[src/rtl/oam_dma_ctrl.sv]
// OAM DMA sequencer: copies OAM_BYTES bytes from page P<<8 into OAM and arbitrates the OAM port.
// Optional macro OAM_DMA_CPU_BLOCK_EN locks the CPU out of OAM for the whole transfer.
module oam_dma_ctrl #(
    parameter int OAM_BYTES      = 160,
    parameter int STARTUP_CYCLES = 1
) (
    input  logic        clk,
    input  logic        rst,
    input  logic        reg_wr,
    input  logic [7:0]  reg_din,
    output logic [7:0]  reg_dout,
    output logic        src_req,
    output logic [15:0] src_addr,
    input  logic        src_ack,
    input  logic [7:0]  src_data,
    input  logic [7:0]  cpu_oam_addr,
    input  logic        cpu_oam_we,
    input  logic [7:0]  cpu_oam_wdata,
    output logic [7:0]  cpu_oam_rdata,
    output logic [7:0]  oam_addr,
    output logic        oam_we,
    output logic [7:0]  oam_wdata,
    input  logic [7:0]  oam_rdata,
    output logic        dma_active
);

    localparam int               CNT_W    = $clog2(STARTUP_CYCLES + 1);
    localparam logic [7:0]       LAST_IDX = 8'(OAM_BYTES - 1);
    localparam logic [CNT_W-1:0] CNT_LOAD = CNT_W'(STARTUP_CYCLES);
    localparam logic [CNT_W-1:0] CNT_ONE  = CNT_W'(1);

    typedef enum logic [1:0] {IDLE, START, READ, WRITE} state_t;

    state_t           state;
    state_t           state_next;
    logic [7:0]       page;
    logic [7:0]       idx;
    logic [7:0]       last_din;
    logic [7:0]       dma_data;
    logic [CNT_W-1:0] delay_cnt;
    logic             active;
    logic [7:0]       folded;

    // Pages 0xE0..0xFF alias into echo RAM, so bit 5 is cleared for the source address only.
    assign folded = (reg_din[7:5] == 3'b111) ? (reg_din & 8'hDF) : reg_din;

    always_ff @(posedge clk) begin
        if (!rst) begin
            state <= IDLE;
        end else begin
            state <= state_next;
        end
    end

    always_comb begin
        state_next = state;
        if (reg_wr) begin
            state_next = START;
        end else begin
            case (state)
                IDLE:    state_next = IDLE;
                START:   if (delay_cnt == CNT_ONE) state_next = READ;
                READ:    if (src_ack) state_next = WRITE;
                WRITE:   state_next = (idx == LAST_IDX) ? IDLE : READ;
                default: state_next = IDLE;
            endcase
        end
    end

    // A register write restarts from any state; a same-cycle src_ack is deliberately ignored.
    always_ff @(posedge clk) begin
        if (!rst) begin
            last_din  <= 8'hFF;
            page      <= 8'hFF;
            idx       <= 8'h00;
            delay_cnt <= '0;
            dma_data  <= 8'h00;
            active    <= 1'b0;
        end else if (reg_wr) begin
            last_din  <= reg_din;
            page      <= folded;
            idx       <= 8'h00;
            delay_cnt <= CNT_LOAD;
            active    <= 1'b1;
        end else begin
            case (state)
                START: delay_cnt <= delay_cnt - CNT_ONE;
                READ:  if (src_ack) dma_data <= src_data;
                WRITE: begin
                    if (idx == LAST_IDX) begin
                        active <= 1'b0;
                    end else begin
                        idx <= idx + 8'd1;
                    end
                end
                default: ;
            endcase
        end
    end

    always_comb begin
        src_req       = (state == READ);
        src_addr      = (state == READ) ? {page, idx} : 16'h0000;
        oam_addr      = cpu_oam_addr;
        oam_we        = cpu_oam_we;
        oam_wdata     = cpu_oam_wdata;
        cpu_oam_rdata = oam_rdata;
        if (state == WRITE) begin
            oam_addr  = idx;
            oam_we    = 1'b1;
            oam_wdata = dma_data;
        end
`ifdef OAM_DMA_CPU_BLOCK_EN
        if (active && state != WRITE) begin
            oam_addr  = idx;
            oam_we    = 1'b0;
            oam_wdata = dma_data;
        end
        if (active) begin
            cpu_oam_rdata = 8'hFF;
        end
`endif
    end

    assign reg_dout   = last_din;
    assign dma_active = active;

endmodule

[config.mk]
export PLATFORM = sky130hd
export DESIGN_NAME = oam_dma_ctrl
export DESIGN_NICKNAME = d
export VERILOG_FILES = /design/src/rtl/oam_dma_ctrl.sv
export SDC_FILE = /design/constraint.sdc
export NUM_CORES = 1
export LEC_CHECK = 0
export BUFFER_PORTS_ARGS = -buffer_cell sky130_fd_sc_hd__buf_2
export CORE_UTILIZATION = 41
export DETAILED_ROUTE_END_ITERATION = 8
export GPL_ROUTABILITY_DRIVEN = 0
export PLACE_DENSITY = 0.74
export SETUP_SLACK_MARGIN = 0.2
export SLEW_MARGIN = 20
export SYNTH_ARGS = -nofsm -noshare
export SYNTH_HDL_FRONTEND = slang
export SYNTH_SLANG_ARGS = --single-unit
export TNS_END_PERCENT = 20
[constraint.sdc]
create_clock -name clk -period 2.09 [get_ports clk]
set_clock_uncertainty 0.15 [all_clocks]
set_input_delay 0.418 -clock clk [delete_from_list [all_inputs] [get_ports clk]]
set_output_delay 0.418 -clock clk [all_outputs]
set_load 0.02 [all_outputs]
# --- Yosys cells after proc, flatten, opt, wreduce, memory -nomap -nowiden ---
# Cells that the tools add are included.
op_classes:
  n_addsub: 2
  n_eq_ne: 9
  n_mux: 15
  n_bitwise: 3
  n_reduce_logical: 10
op_table:
  columns: ["cell", "n"]
  rows:
  - ["two-way mux 16 bit", 1]
  - ["two-way mux 8 bit", 2]
  - ["adder 8 x 1 -> 8 bit (second input constant)", 1]
  - ["== test 8 bit (second input constant)", 1]
  - ["case mux 2 bit (4 select lines)", 1]
  - ["AND reduction 2 bit", 4]
  - ["two-way mux 1 bit", 7]
  - ["two-way mux 2 bit", 3]
  - ["two-way mux 6 bit", 1]
  - ["nonzero test 2 bit", 3]
  - ["== test 2 bit (second input constant)", 2]
  - ["== test 3 bit (second input constant)", 1]
  - ["inequality test 3 x 2 -> 1 bit (second input constant)", 1]
  - ["inequality test 3 bit (second input constant)", 1]
  - ["inverter 1 bit", 3]
  - ["AND reduction 3 bit", 1]
  - ["== test 2 x 1 -> 1 bit (second input constant)", 1]
  - ["logical NOT 2 bit", 1]
  - ["inequality test 2 x 1 -> 1 bit (second input constant)", 1]
  - ["inequality test 2 bit (second input constant)", 1]
  - ["OR reduction 2 bit", 1]
  - ["subtractor 1 bit (second input constant)", 1]
totals:
  register_bits: 36
  in_bits: 45
  out_inout_bits: 51
  elab_cells: 47

# --- Depth between registers and ports, before layout ---
# Gate-level depths: netlist (run 1).
logic_depth:
  depth_word: 4
  mapped_depth: 5
  mapped_depth_nobuf: 4

# --- Least setup slack after synthesis (run 1) ---
# Ideal clock, no wire load.
synth_timing:
  kind: "register to output"
  startpoint: "register state[1]"
  endpoint: "output port oam_addr[2]"
  arrival_time_ns: 1.219
  slack_ns: 0.303
  stages_incl_launch_ff: 5
  cell_sequence: "dfxtp_1 > buf_2 > nand2_1 > buf_2 > o21ai_0"
synth_between:
  elab_chain_len: 2
synth_rtl:
  columns: ["element", "line", "text"]
  rows:
  - ["from (decl)", "34", "state_t state;"]
  - ["from (signal assigned)", "51", "state <= state_next;"]
  - ["== test 2 bit", "108", "if (state == WRITE) begin"]
  - ["two-way mux 8 bit", "108", null]
  - ["to (decl)", "20", "output logic [7:0] oam_addr,"]
# Every way passes these cells.

# --- Worst setup path after layout (run 1) ---
layout_timing:
  startpoint: "register state[0]"
  endpoint: "output port oam_addr[5]"
# Same word-level chain as after synthesis.

==> summary.md, run 1 <==
| Metric | Value |
|---|---|
| Final Worst Setup Slack | `0.207 ns` |
| # port buffers | `79` |
| Mapped Area | `0.00170 mm2` |
| Post-synthesis mux area share | `around a fifth` |
| Vias in the first global route | `1,274` |
| Layout area overhead | `38.3%` |
| Main combinational cell family by area after synthesis | `simple AND/OR/NAND/NOR gates` |
| CTS buffer count | `5` |
| Synth area leader | `dfxtp_1` |
| Maximum vdd drop | `roughly 0.52 mV` |
| Syn. warnings | `0` |
| Fin nets | `298` |
| Fmax | `about 530 MHz` |
| I/O pin total | `96` |
| Fin crit share | `90.1%` |
| EDFF count, synth | `0` |
| Hold Crit Class | `input port to register` |
| Syn nets | `227` |
| CP arrival | `1.32 ns` |
| Placed cells | `about 300` |
| Initial Util | `a little over two fifths` |
| Synth top area share | `34.1%` |
| Ant diodes | `0` |
| Post-Place Setup Slack | `0.303 ns` |
| CP Class | `register to output pin` |
| Initial antenna violation count | `0` |
| Max transition margin | `78.3%` |
| Ranking of synthesized cells by area | `dfxtp_1 34%, mux2i_1 11%, mux2_2 8.6%` |
| Sequential area share after synthesis | `34.1%` |
| Synth cell types | `37` |
| Result of the run | `finished clean` |
| Vias per cell | `slightly below 5` |
| RSZ-0062 raised after global routing | `yes` |
| Antenna Nets Post-Route | `0` |
| Fill cells | `356` |
| Crit-path max FO | `4` |
| Lkg Pwr | `1.13 nW` |
| H-tree Lvls | `2` |
| FF/Latch Area | `586 um2` |
| Hold Fails Final Rpt | `0` |
| Via count | `1,491` |
| Die footprint | `roughly 0.0044 mm2` |
| Pwr dens | `525 mW/mm2` |
| Die span in y | `roughly 66 um` |
| WL final | `3.86 mm` |
| Final Instance Count excl. Fillers | `303` |
| Post-Synth XOR/XNOR Area | `0%` |
| Worst setup SP type | `register` |
| Clock Sinks | `29` |
| Root Buffer | `clkbuf_8` |
| Fin. max-slew vios | `0` |
| Die width | `66.4 um` |
| Adder-Cell Fraction of Synth Area | `less than 1%` |
| Syn_area_per_cell | `between 9 and 10 um2` |
| Min Tclk post-route | `1.88 ns` |
| Req. time, crit path | `1.52 ns` |
| Wire per inst | `roughly 13 um` |
| Detailed-placement wirelength estimate | `2.71 mm` |
| Synthesized netlist cell count | `181` |
| Max Cap Viol | `0` |
| Post-CTS Hold Buffers | `0` |
| Simple-Gate Fraction of Synth Area | `25.4%` |
| GRT Residual Overflow | `0` |
| Multi-input gate area | `0.00100 mm2` |
| First-pass DRT Iterations | `4` |
| Proportion of layout cells with a drive suffix above 1 | `a little under half` |
| First-pass GRT wire length | `5.71 mm` |
| CTS Buffer Depth | `2` |
| Clock latency on the worst-skew pair | `roughly 0.27 ns` |
| Layout Utilization | `between 50% and 60%` |
| DRC | `0` |
| Main synth FF type | `dfxtp_1` |
| Worst setup EP type | `output pin` |
| Seq cells post-synth | `29` |
| Worst Tran Pin Value | `about 0.32 ns` |
| Largest net degree at the start of global routing | `15` |
| CORE AREA | `0.00400 mm2` |
| Fin Setup TNS | `0 ns` |
| Rows | `23` |
| CTS tree | `yes` |
| CTS clk-pin slew, worst paths | `0.06 ns` |
| Worst R2R Setup Slack | `0.39 ns` |
| Initial drt markers | `44` |
| Tot GR Track Use | `17.0%` |
| Post-synthesis async set-or-reset flop share | `0%` |
| Finish-stage setup viols | `0` |
| Synth Area in Compound Gates | `under 10%` |
[kinds of logic after synthesis]
logic type	count (synthesis)
DFF	29
adders and majority gates	1
AOI/OAI and AO/OA	21
buffers and inverters	28
and+or+nand+nor	70
muxes	32
[final cells by class]
cell class	count	area share (%)
tap	50	2.66
timing repair buffer	89	25.8
multi-input combinational	124	42.7
sequential	29	24.9
inverter	3	0.478
clock inverter	2	0.425
clock buffer	6	3.08
[layer usage]
metal,track usage [%],part of all wire [%]
met1,21.4,46
met2,29.1,48
met5,0,0
met3,4.14,5.4
met4,3.72,0
[final timing paths]
path	start	to	depth (start not counted)
worst min register to register	page[5]$_SDFFE_PN1P_	page[5]$_SDFFE_PN1P_	2
worst max-delay path	state[0]$_SDFFE_PN0P_	oam_addr[5]	4
worst max register to register	idx[0]$_SDFFE_PP0P_	idx[6]$_SDFFE_PP0P_	4
worst min-delay path	reg_din[3]	page[3]$_SDFFE_PN1P_	3
[stage by stage]
| step | cell area [um2] | hold WS, ns | total power [mW] |
|---|---|---|---|
| after CTS | 2180 | 0.207 | 1.22 |
| after global placement | 2050 | 0.307 | 0.776 |
| after floorplan | 1700 | 0.290 | 0.737 |
| after detailed placement | 2050 | 0.321 | 0.781 |
| after global routing | 2350 | 0.220 | 1.29 |
| final | 2350 | 0.216 | 1.24 |
[sequential cells by signal (all words and copies together) (netlist names)]
| register | count |
|---|---|
| reg_dout | 1 |
| state | 2 |
| idx | 8 |
| delay_cnt | 1 |
| page | 8 |
| dma_active | 1 |
| dma_data | 8 |
[power breakdown]
group	leakage [nW]	internal (mW)	switching (mW)
logic	0.844	0.116	0.108
registers	0.238	0.569	0.0119
clock network	0.0450	0.230	0.201
[Yosys cell counts (all sizes together) (3+ instances only)]
master	instances
nand3	4
nand2	18
o21ai	6
buf	22
clkbuf	3
nand4	3
inv	3
mux2	13
dfxtp	29
nand2b	7
mux2i	19
a21oi	4
nor2b	9
and2	19
[timing repair]
action,CTS,global route
cloned,1,1
setup buffers,1,0
gates resized for setup,4,48
setup endpoints to repair,19,18
pin swaps,0,1
[layout by cell type, fill, tap and decap left out, types with 3 or more instances in the layout]
master,instances
a21oi_1,4
and2_1,19
buf_2,65
buf_4,7
buf_6,14
clkbuf_8,5
dfxtp_1,27
inv_1,3
mux2_4,13
mux2i_1,19
nand2_1,17
nand2b_1,7
nand3_1,4
nor2b_1,8
o21ai_0,3
o21ai_1,3
[worst max-delay path: stages (launching register included)]
cell,delay [ns]
dfxtp_4,0.37
nand2_4,0.08
clkbuf_16,0.16
mux2_4,0.30
buf_6,0.13
Power figures use the tool's default switching activity.
==> run 2, diff against run 1 <==
Settings changed: REMOVE_ABC_BUFFERS set to 1.
==> summary.md, run 2 (synthesis results as in run 1) <==
| Metric | Value |
|---|---|
| Result of the run | `finished clean` |
| Largest net degree at the start of global routing | `18 (+3)` |
| Placed cells | `293 (+0.34%)` |
| Worst R2R Setup Slack | `0.37 ns (-0.02 ns)` |
| CP Class | `register to output pin` |
| Fin. max-slew vios | `0 (unchanged)` |
| CTS tree | `yes` |
| Worst setup EP type | `output pin` |
| Ant diodes | `0 (unchanged)` |
| Worst Tran Pin Value | `0.385 ns (+0.0632 ns)` |
| Lkg Pwr | `1.16 nW (+2.5%)` |
| Critical Path Sink | `src_addr[1]` |
| Worst setup startpoint | `state[0]$_SDFFE_PN0P_` |
| RSZ-0062 raised after global routing | `yes` |
| Clock latency on the worst-skew pair | `0.28 ns (about the same)` |
| Proportion of layout cells with a drive suffix above 1 | `51.4% (+4.3 points)` |
| Detailed-placement wirelength estimate | `2.77 mm (+2.1%)` |
| RR Endpoint | `idx[6]$_SDFFE_PP0P_` |
| Post-CTS Hold Buffers | `0 (unchanged)` |
| Fill cells | `333 (-6.5%)` |
| Vias in the first global route | `1,302 (+2.2%)` |
| Req. time, crit path | `1.52 ns (about the same)` |
| CTS buffer count | `5 (unchanged)` |
| Initial antenna violation count | `0 (unchanged)` |
| Final Instance Count excl. Fillers | `307 (+1.3%)` |
| CTS Buffer Depth | `2 (unchanged)` |
| Biggest regs | `dma_data: 8 flops, idx: 8 flops, page: 8 flops` |
| Pwr dens | `600 mW/mm2 (+14%)` |
| Finish-stage setup viols | `0 (unchanged)` |
| First-pass DRT Iterations | `6 (+2)` |
| Fin nets | `302 (+1.3%)` |
| WL final | `4.13 mm (+6.9%)` |
| Initial drt markers | `22 (-50%)` |
| Most frequent cells in the layout | `52 x buf_2, 27 x dfxtp_1, 26 x buf_6, 19 x mux2i_1, 17 x nand2_1` |
| I/O pin total | `96 (unchanged)` |
| Reg2reg start | `idx[1]$_SDFFE_PP0P_` |
| Root Buffer | `clkbuf_8` |
| Hold Crit Class | `input port to register` |
| Antenna Nets Post-Route | `0 (unchanged)` |
| CORE AREA | `0.00400 mm2 (unchanged)` |
| Max transition margin | `74.0% (-4.3 points)` |
| DRC | `0 (unchanged)` |
| Via count | `1,548 (+3.8%)` |
| Max Cap Viol | `0 (unchanged)` |
| FF/Latch Area | `588 um2 (+0.43%)` |
| Maximum vdd drop | `0.661 mV (+26%)` |
| Fmax | `526 MHz (-0.96%)` |
| Tot GR Track Use | `17.1% (+0.048 points)` |
| Initial Util | `42.6% (unchanged)` |
| Rows | `23 (unchanged)` |
| Multi-input gate area | `0.00102 mm2 (+1.2%)` |
| Fin crit share | `91.0% (+0.87 points)` |
| Die footprint | `0.00441 mm2 (unchanged)` |
| Worst setup SP type | `register` |
| Vias per cell | `5.04 (+2.5%)` |
| R2R depth | `4 (unchanged)` |
| Clock Sinks | `29 (unchanged)` |
| CTS clk-pin slew, worst paths | `0.07 ns (about the same)` |
| Die width | `66.4 um (unchanged)` |
| H-tree Lvls | `2 (unchanged)` |
| Min Tclk post-route | `1.90 ns (+0.0182 ns)` |
| Most common cell after layout, fill and taps aside | `buf_2` |
| Layout area overhead | `47.2%` |
| Post-Place Setup Slack | `0.332 ns (+0.0288 ns)` |
| CP arrival | `1.33 ns (about the same)` |
| # port buffers | `79 (unchanged)` |
| Crit-path max FO | `8 (+4)` |
| Die span in y | `66.4 um (unchanged)` |
| Layout Utilization | `62.7% (+3.8 points)` |
| GRT Residual Overflow | `0 (unchanged)` |
| Hold Fails Final Rpt | `0 (unchanged)` |
| First-pass GRT wire length | `5.66 mm (-0.74%)` |
| Wire per inst | `13.5 um (+5.5%)` |
| Final Worst Setup Slack | `0.188 ns (-0.0182 ns)` |
==> run 2: how the worst min path moves through the flow <==
stage	from	end	slack (ns)	depth (start not counted)
after floorplan	page[5]$_SDFFE_PN1P_	page[5]$_SDFFE_PN1P_	0.29	2
final	reg_din[3]	page[3]$_SDFFE_PN1P_	0.20	3
after CTS	reg_din[3]	page[3]$_SDFFE_PN1P_	0.19	3
after detailed placement	page[5]$_SDFFE_PN1P_	page[5]$_SDFFE_PN1P_	0.31	2
after global routing	reg_din[3]	page[3]$_SDFFE_PN1P_	0.20	3
after global placement	page[5]$_SDFFE_PN1P_	page[5]$_SDFFE_PN1P_	0.30	2
==> run 2: through the flow <==
stage | TNS, ns | instance area, um2 | power [mW] | hold WS, ns
CTS | 0 | 2280 | 1.49 | 0.192
floorplan | -0.0652 | 1540 | 0.692 | 0.288
global placement | 0 | 2050 | 0.777 | 0.301
global route | 0 | 2510 | 1.56 | 0.196
detailed placement | 0 | 2050 | 0.779 | 0.306
finish | 0 | 2510 | 1.50 | 0.197
==> run 2: per-layer routing <==
metal | part of all wire [%] | vias up | GRT usage, %
li1 | - | 763 | -
met1 | 44 | 705 | 20.7
met2 | 48 | 75 | 27.7
met3 | 7.6 | 5 | 5.69
met4 | 0.87 | 0 | 6.38
met5 | 0 | - | 0
==> run 2: area by class of cell <==
class,count,share of cell area (%)
multi-input cells,124,40.6
clock buffers,5,2.75
well taps,50,2.50
inverters,3,0.449
flip-flops and latches,29,23.5
clock inverters,3,2.60
repair buffers,93,27.7
==> run 2: critical path, cell delays in order, from the launching register on <==
cell	delay, ns
dfxtp_4	0.36
buf_8	0.13
nor2b_4	0.15
buf_6	0.15
and2_4	0.15
buf_6	0.11
==> run 2: where the power goes <==
| part | switching (mW) | leakage [nW] | total, mW | internal, mW |
|---|---|---|---|---|
| Combinational | 0.110 | 0.850 | 0.229 | 0.120 |
| Sequential | 0.0128 | 0.238 | 0.581 | 0.568 |
| Clock | 0.220 | 0.0681 | 0.694 | 0.473 |
==> run 2: repair_timing <==
item | CTS | global route
setup endpoints to repair | 29 | 29
pin swaps | 1 | 1
endpoints found under the hold margin | 0 | 0
buffers inserted | 1 | 4
gates cloned | 0 | 1
gates resized for setup | 27 | 57
